## config.mk

```make
export PLATFORM = sky130hd
export DESIGN_NAME = fir_tap_sequencer
export DESIGN_NICKNAME = d
export VERILOG_FILES = /design/src/rtl/fir_tap_sequencer.sv
export SDC_FILE = /design/constraint.sdc
export NUM_CORES = 1
export LEC_CHECK = 0
export BUFFER_PORTS_ARGS = -buffer_cell sky130_fd_sc_hd__buf_4
export CORE_UTILIZATION = 30
export DETAILED_ROUTE_END_ITERATION = 7
export PLACE_DENSITY_LB_ADDON = 0.12
export RECOVER_POWER = 50
export SLEW_MARGIN = 25
export SYNTH_ARGS = -nofsm -noshare
export SYNTH_HDL_FRONTEND = slang
export SYNTH_SLANG_ARGS = --single-unit
```

## constraint.sdc

```tcl
create_clock -name clk -period 1.49 [get_ports clk]
set_clock_uncertainty 0.15 [all_clocks]
set_input_delay 0.2235 -clock clk [delete_from_list [all_inputs] [get_ports clk]]
set_output_delay 0.2235 -clock clk [all_outputs]
set_load 0.005 [all_outputs]
```

## src/rtl/fir_tap_sequencer.sv

```systemverilog
// fir_tap_sequencer
//   Control stage upstream of the FIR datapath registers. It accepts one
//   sample per valid/ready handshake. It then steps tap_addr through all
//   LENGTH taps, issuing one product per cycle. It waits out the multiplier
//   latency and then strobes the output register.
//
// Ports
//   clk, reset     rising-edge clock; asynchronous active-high reset
//   input_valid    upstream sample present
//   input_ready    high in IDLE only
//   shift_en       shift the sample delay line (same cycle as accept)
//   acc_clear      clear the accumulator (same cycle as accept)
//   tap_addr       coefficient/sample index while issue is high
//   issue          multiplier operands are live this cycle
//   acc_load       multiplier product valid; load the accumulator
//   out_load       load the output register from the accumulator
//   output_valid   one-cycle pulse; output register holds a new result
//
// State | Meaning
// IDLE  | waiting for a sample, input_ready=1
// ISSUE | one product per cycle, tap_addr 0..LENGTH-1
// DRAIN | waiting MULT_LAT cycles for the last product to emerge
// DONE  | out_load for one cycle
module fir_tap_sequencer #(
    parameter int LENGTH   = 64,
    parameter int MULT_LAT = 4,
    parameter int ADDR_W   = $clog2(LENGTH)
) (
    input  logic              clk,
    input  logic              reset,
    input  logic              input_valid,
    output logic              input_ready,
    output logic              shift_en,
    output logic              acc_clear,
    output logic [ADDR_W-1:0] tap_addr,
    output logic              issue,
    output logic              acc_load,
    output logic              out_load,
    output logic              output_valid
);

    localparam int CNT_W = (MULT_LAT > 1) ? $clog2(MULT_LAT) : 1;
    localparam logic [ADDR_W-1:0] LAST_TAP = ADDR_W'(LENGTH - 1);

    typedef enum logic [1:0] {
        IDLE  = 2'd0,
        ISSUE = 2'd1,
        DRAIN = 2'd2,
        DONE  = 2'd3
    } state_t;

    state_t              state_q, state_d;
    logic [ADDR_W-1:0]   tap_addr_q, tap_addr_d;
    logic [CNT_W-1:0]    drain_cnt_q, drain_cnt_d;
    logic [MULT_LAT-1:0] pipe_q, pipe_d;
    logic                output_valid_q, output_valid_d;
    logic                accept;

    assign input_ready  = (state_q == IDLE);
    assign accept       = input_valid & input_ready;
    assign shift_en     = accept;
    assign acc_clear    = accept;
    assign issue        = (state_q == ISSUE);
    assign out_load     = (state_q == DONE);
    assign tap_addr     = tap_addr_q;
    assign acc_load     = pipe_q[MULT_LAT-1];
    assign output_valid = output_valid_q;

    always_comb begin
        state_d        = state_q;
        tap_addr_d     = tap_addr_q;
        drain_cnt_d    = drain_cnt_q;
        // Shift left so bit 0 takes the new issue; also valid for MULT_LAT == 1.
        pipe_d         = (pipe_q << 1) | MULT_LAT'(issue);
        output_valid_d = (state_q == DONE);

        case (state_q)
            IDLE: begin
                if (accept) begin
                    state_d    = ISSUE;
                    tap_addr_d = '0;
                end
            end
            ISSUE: begin
                if (tap_addr_q == LAST_TAP) begin
                    // Address holds at the last tap; the down-counter covers the
                    // MULT_LAT cycles until the final product reaches acc_load.
                    state_d     = DRAIN;
                    drain_cnt_d = CNT_W'(MULT_LAT - 1);
                end else begin
                    tap_addr_d = tap_addr_q + ADDR_W'(1);
                end
            end
            DRAIN: begin
                if (drain_cnt_q == '0) begin
                    state_d = DONE;
                end else begin
                    drain_cnt_d = drain_cnt_q - CNT_W'(1);
                end
            end
            DONE: begin
                state_d = IDLE;
            end
            default: begin
                state_d = IDLE;
            end
        endcase
    end

    always_ff @(posedge clk or posedge reset) begin
        if (reset) begin
            state_q        <= IDLE;
            tap_addr_q     <= '0;
            drain_cnt_q    <= '0;
            pipe_q         <= '0;
            output_valid_q <= 1'b0;
        end else begin
            state_q        <= state_d;
            tap_addr_q     <= tap_addr_d;
            drain_cnt_q    <= drain_cnt_d;
            pipe_q         <= pipe_d;
            output_valid_q <= output_valid_d;
        end
    end

endmodule

```

==> metrics.cfg, run 1 <==
[synth]
synthMuxAreaShare_pct = 5.54
synth_top_family_by_area = simple AND/OR/NAND/NOR gates
postSynthCellCount = 81
synthXorXnorAreaFrac_pct = 0
avgSynthCellArea_um2 = 10.0
synth_compound_area_share_pct = 15.2
synth-adder-area-share_pct = 10.8
synth_top_area_cell = dfrtp_1
async_flop_share_pct = 100
synth_seq_cells = 15
synth_edf_count = 0
synth_seq_area_share_pct = 46.2
synth_top_area_share_pct = 46.2
synthesis.nets = 91
synthFlopType = dfrtp_1
ys_types = 29
synth.area.top_cells = dfrtp_1, ha_1, a21oi_1
synthSimpleGateAreaFrac_pct = 18.2
syn_area_um2 = 813
yosys_warnings = 0

[route]
ant_nets = 0
first_pass_iters = 3
drtIter0Drc = 3
drcViolationCount = 0
viasPerCell = 4.81
wl_per_cell_um = 12.6
vias = 765
wirelength_um = 2000

[timing]
max_slew_margin_pct = 80.6
tns_ps = -862
final_hold_viol_count = 0
worst_slew_pin_slew_ps = 287
fmax_mhz = 616
finalCritPeriodShare_pct = 109
setup_violations = 11
slew_violations = 0
min_period_ps = 1620
setup_slack_ps = -135
rsz0062_at_grt = yes

[placed_design]
dp_cells = 144
dp_hpwl_um = 1430
post-place-ws_ps = -138
gp_congestion = 0.777
io_buffers = 15
placedInstanceArea_um2 = 1160

[global_routing]
grt_max_degree = 10
antenna_found_initial = 0
grt_overflow = 0
grt_pass1_wl_um = 3400
grt_pass1_vias = 810
grt_use_total_pct = 16.6

[clock_tree]
cts_tree = built
clock_latency_ps = 290
htreeDepth = 1
cts-root-buf = clkbuf_4
clock-sinks = 15
path_clk_slew_ps = 90
cts_buffers = 3
cts_max_path_buffers = 2

[finish]
fin_area_um2 = 1390
final_nets = 140
syn_to_final_growth_pct = 70.5
final_cell_mix = buf_4, dfrtp_1, buf_6
drive_gt1_share_pct = 58.1
diodes = 0
n_fill_cell = 231
layout_commonest_cell = buf_4
fin_cells = 159

[worst_setup_path]
slowest_stage = dfrtp_1
cp-start-kind = register
worst_path_most_repeated_cell = inv_2
worstSetupPathType = register to primary output
crit_chain = inv_2, ha_4, buf_6, nand2_4, inv_2, buf_4
path_max_fanout = 4
slowest_delay_ps = 400
cp.arrival_ps = 1250
cp.required_ps = 1120
end_kind = primary output

[floorplan]
io_pins = 16
initial_core_util_pct = 32.2
core_area_um2 = 2520
die_x_um = 54.1
rows = 18
die_h_um = 54.1
dieArea_um2 = 2920

[pwr]
p_leak_nw = 0.652
fin_total_pwr_mw = 0.661
power_density_nw_per_um2 = 477
vdd_drop_max_v = 0.000411

[run]
maxCapViolations = 0

[worst_hold_path]
min-delay-path-class = input pin to register

[outcome]
status = finished with violations
failed_checks = negative setup slack

==> layout make-up <==
class	count	area (µm²)	area share, %
multi-input cells	58	522	37.6
repair buffers	46	399	28.8
flip-flops and latches	15	378	27.3
well taps	30	37.5	2.71
clock buffers	3	22.5	1.62
inverters	6	22.5	1.62
clock inverters	1	5.00	0.361
==> registers in the layout, indices dropped and copies added (netlist names) <==
| name | cells |
|---|---|
| pipe_q | 4 |
| state_q | 2 |
| output_valid | 1 |
| drain_cnt_q | 2 |
| tap_addr | 6 |
==> repair_timing <==
item | in CTS | in global routing
resized for setup | 18 | 9
cloned | 0 | 0
setup buffers | 9 | 1
endpoints found under the hold margin | 6 | 0
setup endpoints to repair | 14 | 15
hold buffers | 1 | 0
pin swaps | 6 | 5
==> synthesized netlist by cell type (2+ instances only) <==
| cell type | n |
|---|---|
| a21oi_1 | 6 |
| a22o_1 | 2 |
| a31oi_1 | 2 |
| dfrtp_1 | 15 |
| ha_1 | 7 |
| inv_1 | 6 |
| mux2i_1 | 3 |
| nand2_1 | 7 |
| nand3_1 | 3 |
| nand4_1 | 3 |
| nor2_1 | 6 |
| nor2b_1 | 2 |
| nor3_1 | 2 |
| o21ai_0 | 2 |
==> critical path: cells and delay by family (launching register included) <==
| kind | cells | cell delay (ps) |
|---|---|---|
| buffers and inverters | 4 | 340 |
| adder cells (fa/ha/maj) | 1 | 160 |
| flip-flops | 1 | 400 |
| AND/OR/NAND/NOR | 1 | 40 |
==> layer usage <==
metal / up-vias / global-route usage [%] / wire length, µm
li1: 381 / - / -
met5: - / 0 / 0
met2: 10 / 28.4 / 1020
met1: 372 / 20.1 / 907
met3: 2 / 2.54 / 48
met4: 0 / 7.69 / 19
==> power breakdown <==
| part | switching [mW] | total (mW) | internal (mW) |
|---|---|---|---|
| sequential | 0 | 0.407 | 0.407 |
| clock | 0.137 | 0.236 | 0.0998 |
| combinational | 0.0115 | 0.0179 | 0.00640 |
==> worst paths after layout <==
kind / start / to / slack (ps) / cells after the start
max: state_q[1] / shift_en / -130 / 6
min: input_valid / state_q[0] / 190 / 4
max reg2reg: state_q[0] / state_q[1] / -120 / 7
min reg2reg: pipe_q[1] / pipe_q[2] / 210 / 0
max in group asynchronous: reset / drain_cnt_q[0] / 410 / 4
min in group asynchronous: reset / tap_addr[4] / 260 / 3
==> per-stage QoR <==
step	util, %	hold WS [ps]
floorplan	-	-25.2
global placement	46.0	34.9
detailed placement	46.0	36.2
CTS	53.0	212
global route	55.0	203
finish	55.0	186
==> logic make-up (layout without fill, tap and decap cells) <==
group | after synthesis | after routing
buffers and inverters | 8 | 56
multiplexers | 4 | 4
adder cells (fa/ha/maj) | 7 | 7
AO/OA/AOI/OAI | 18 | 18
AND/OR/NAND/NOR | 29 | 29
flip-flops | 15 | 15
No activity file was read; power rests on OpenSTA's default activity.
==> run 2: changes to the inputs <==
--- a/config.mk
+++ b/config.mk
@@ -6,10 +6,11 @@
 export NUM_CORES = 1
 export LEC_CHECK = 0
 export BUFFER_PORTS_ARGS = -buffer_cell sky130_fd_sc_hd__buf_4
-export CORE_UTILIZATION = 30
+export CORE_UTILIZATION = 40
 export DETAILED_ROUTE_END_ITERATION = 7
 export PLACE_DENSITY_LB_ADDON = 0.12
 export RECOVER_POWER = 50
+export REMOVE_ABC_BUFFERS = 1
 export SLEW_MARGIN = 25
 export SYNTH_ARGS = -nofsm -noshare
 export SYNTH_HDL_FRONTEND = slang
==> run 2 against run 1 <==
Against the previous run: the run still ends with negative setup slack left; critical path depth did not move; final cell count is 5.7% lower; via count fell by 2.7%; design area shrank 8.3%; critical path type is now register to register; highest routed layer unchanged.
==> metrics.cfg, run 2 (synthesized netlist as in run 1, its figures left out) <==
[timing]
slew_violations = 0  ; unchanged
min_period_ps = 1610  ; -10.5 ps
worst_slew_pin_slew_ps = 412  ; +125 ps
fmax_mhz = 620  ; +0.65%
hold_slack_ps = 203  ; +17.3 ps
setup_violations = 11  ; unchanged
final_hold_viol_count = 0  ; unchanged
setup_slack_ps = -124  ; +10.5 ps
tns_ps = -615  ; +247 ps
finalCritPeriodShare_pct = 108  ; -0.71 points
rsz0062_at_grt = yes
max_slew_margin_pct = 72.3  ; -8.3 points

[route]
ant_nets = 0  ; unchanged
viasPerCell = 4.96  ; +3.1%
wl_met2_um = 856  ; -16%
wl_per_cell_um = 11.9  ; -5.6%
first_pass_iters = 4  ; +1
top_layer = met4
vias = 744  ; -2.7%
m1WireLength_um = 860  ; -5.2%
drcViolationCount = 0  ; unchanged
wirelength_um = 1780  ; -11%
drtIter0Drc = 6  ; +3
wl_met3_um = 53  ; +10%

[placed_design]
gp_congestion = 0.751  ; -3.4%
dp_hpwl_um = 1290  ; -9.9%
io_buffers = 15  ; unchanged
placedInstanceArea_um2 = 1110  ; -4.2%

[finish]
diodes = 0  ; unchanged
final_nets = 136  ; -2.9%
final_cell_mix = buf_4, dfrtp_1, buf_6, nor2_1, nand2_1
syn_to_final_growth_pct = 56.3
drive_gt1_share_pct = 50.4  ; -7.7 points
layout_commonest_cell = buf_4
fin_area_um2 = 1270  ; -8.3%
largest_reg_flops = 6  ; unchanged

[global_routing]
grt_pass1_vias = 672  ; -17%
grt_pass1_wl_um = 2860  ; -16%
antenna_found_initial = 0  ; unchanged
grt_max_degree = 14  ; +4
grt_overflow = 0  ; unchanged
grt_use_total_pct = 18.4  ; +1.8 points

[run]
maxCapViolations = 0  ; unchanged

[clock_tree]
clock-sinks = 15  ; unchanged
htreeDepth = 1  ; unchanged
cts-root-buf = clkbuf_4
clock_latency_ps = 270  ; -20 ps
cts_tree = built
path_clk_slew_ps = 90  ; about the same
cts_buffers = 3  ; unchanged
cts_max_path_buffers = 2  ; unchanged

[worst_setup_path]
worstSetupPathType = register to register
cp.arrival_ps = 1630  ; +380 ps
cp-start-kind = register
timing.rr.end = state_q[1]
slowest_delay_ps = 410  ; about the same
reg2reg_slack_ps = -120  ; about the same
r2r_cells = 6  ; -1
crit_chain = inv_2, ha_4, nor2b_1, nor2_1, nand2_2, mux2_4
worstReg2RegStart = state_q[0]
cp.required_ps = 1500  ; +380 ps
slowest_stage = dfrtp_1
path_max_fanout = 4  ; unchanged
end_kind = register

[worst_hold_path]
min-delay-path-class = register to register
min-delay-start = pipe_q[0]
hold_depth = 0  ; -4
holdPathEnd = pipe_q[1]

[outcome]
status = finished with violations
failed_checks = negative setup slack

[floorplan]
die_h_um = 47.1  ; -13%
rows = 15  ; -3
dieArea_um2 = 2220  ; -24%
initial_core_util_pct = 44.7  ; +12 points
io_pins = 16  ; unchanged
die_x_um = 47.1  ; -13%
core_area_um2 = 1820  ; -28%

[pwr]
swShare_pct = 20.7  ; -1.7 points
vdd_drop_max_v = 0.000502  ; +22%
intPower_mw = 0.517  ; +0.73%
power.switching_mw = 0.135  ; -9.0%
power_density_nw_per_um2 = 512  ; +7.5%
pwr-share-seq_pct = 62.4  ; +0.9 points
p_comb_share_pct = 2.6  ; about the same
p_leak_nw = 0.615  ; -5.6%
clkPwrFrac_pct = 34.9  ; -0.9 points
fin_total_pwr_mw = 0.651  ; -1.5%

==> run 2: changes by cell type in the layout (fill, tap and decap cells not counted), sizes merged <==
cell,change
clkinv,-1
clkbuf,+1
buf,-4
==> run 2: worst max-delay path by stage <==
stage | start | endpoint | depth (start not counted)
3_3_place_gp | state_q[0] | tap_addr[1] | 5
2_1_floorplan | state_q[1] | state_q[1] | 5
4_1_cts | state_q[1] | state_q[1] | 6
5_1_grt | state_q[0] | shift_en | 6
6_report | state_q[0] | state_q[1] | 6
3_5_place_dp | state_q[0] | state_q[1] | 6
==> run 2: critical path, delay by kind of cell, from the launching register on <==
family	cells	cell delay (ps)
adders and majority gates	1	160
buffers and inverters	1	110
DFF	1	410
muxes	1	290
and+or+nand+nor	3	390
==> run 2: power by group through the flow <==
| stage | sequential (mW) | clock [mW] | combinational, mW |
|---|---|---|---|
| 3_5_place_dp | 0.415 | 0 | 0.0160 |
| 2_1_floorplan | 0.415 | 0 | 0.00655 |
| 5_1_grt | 0.407 | 0.259 | 0.0205 |
| 6_report | 0.407 | 0.228 | 0.0171 |
| 3_3_place_gp | 0.415 | 0 | 0.0157 |
| 4_1_cts | 0.407 | 0.241 | 0.0190 |
==> run 2: through the flow <==
stage / util, % / worst slack [ps] / instances
2_1_floorplan: - / -191 / 79
3_3_place_gp: 61.0 / -136 / 141
3_5_place_dp: 61.0 / -170 / 141
4_1_cts: 67.8 / -138 / 149
5_1_grt: 69.8 / -176 / 150
6_report: 69.8 / -124 / 150
==> run 2: cell type report <==
type                            instances  area, µm²
Fill cell                             148        549
Timing Repair Buffer                   42        349
Sequential cell                        15        375
Multi-Input combinational cell         58        464
Tap cell                               25       31.3
Clock buffer                            4       26.3
Inverter                                6       25.0
==> run 2: routing by layer <==
| metal | vias up | GRT usage (%) |
|---|---|---|
| met5 | - | 0 |
| met4 | 0 | 3.43 |
| met3 | 2 | 3.46 |
| met2 | 14 | 29.7 |
| met1 | 350 | 25.9 |
| li1 | 378 | - |
==> run 2: what timing repair did <==
item,CTS,global route
pin swaps,7,3
setup buffers,3,1
hold endpoints to repair,15,0
endpoints found under the setup margin,14,15
resized for setup,18,10
hold buffers,1,0
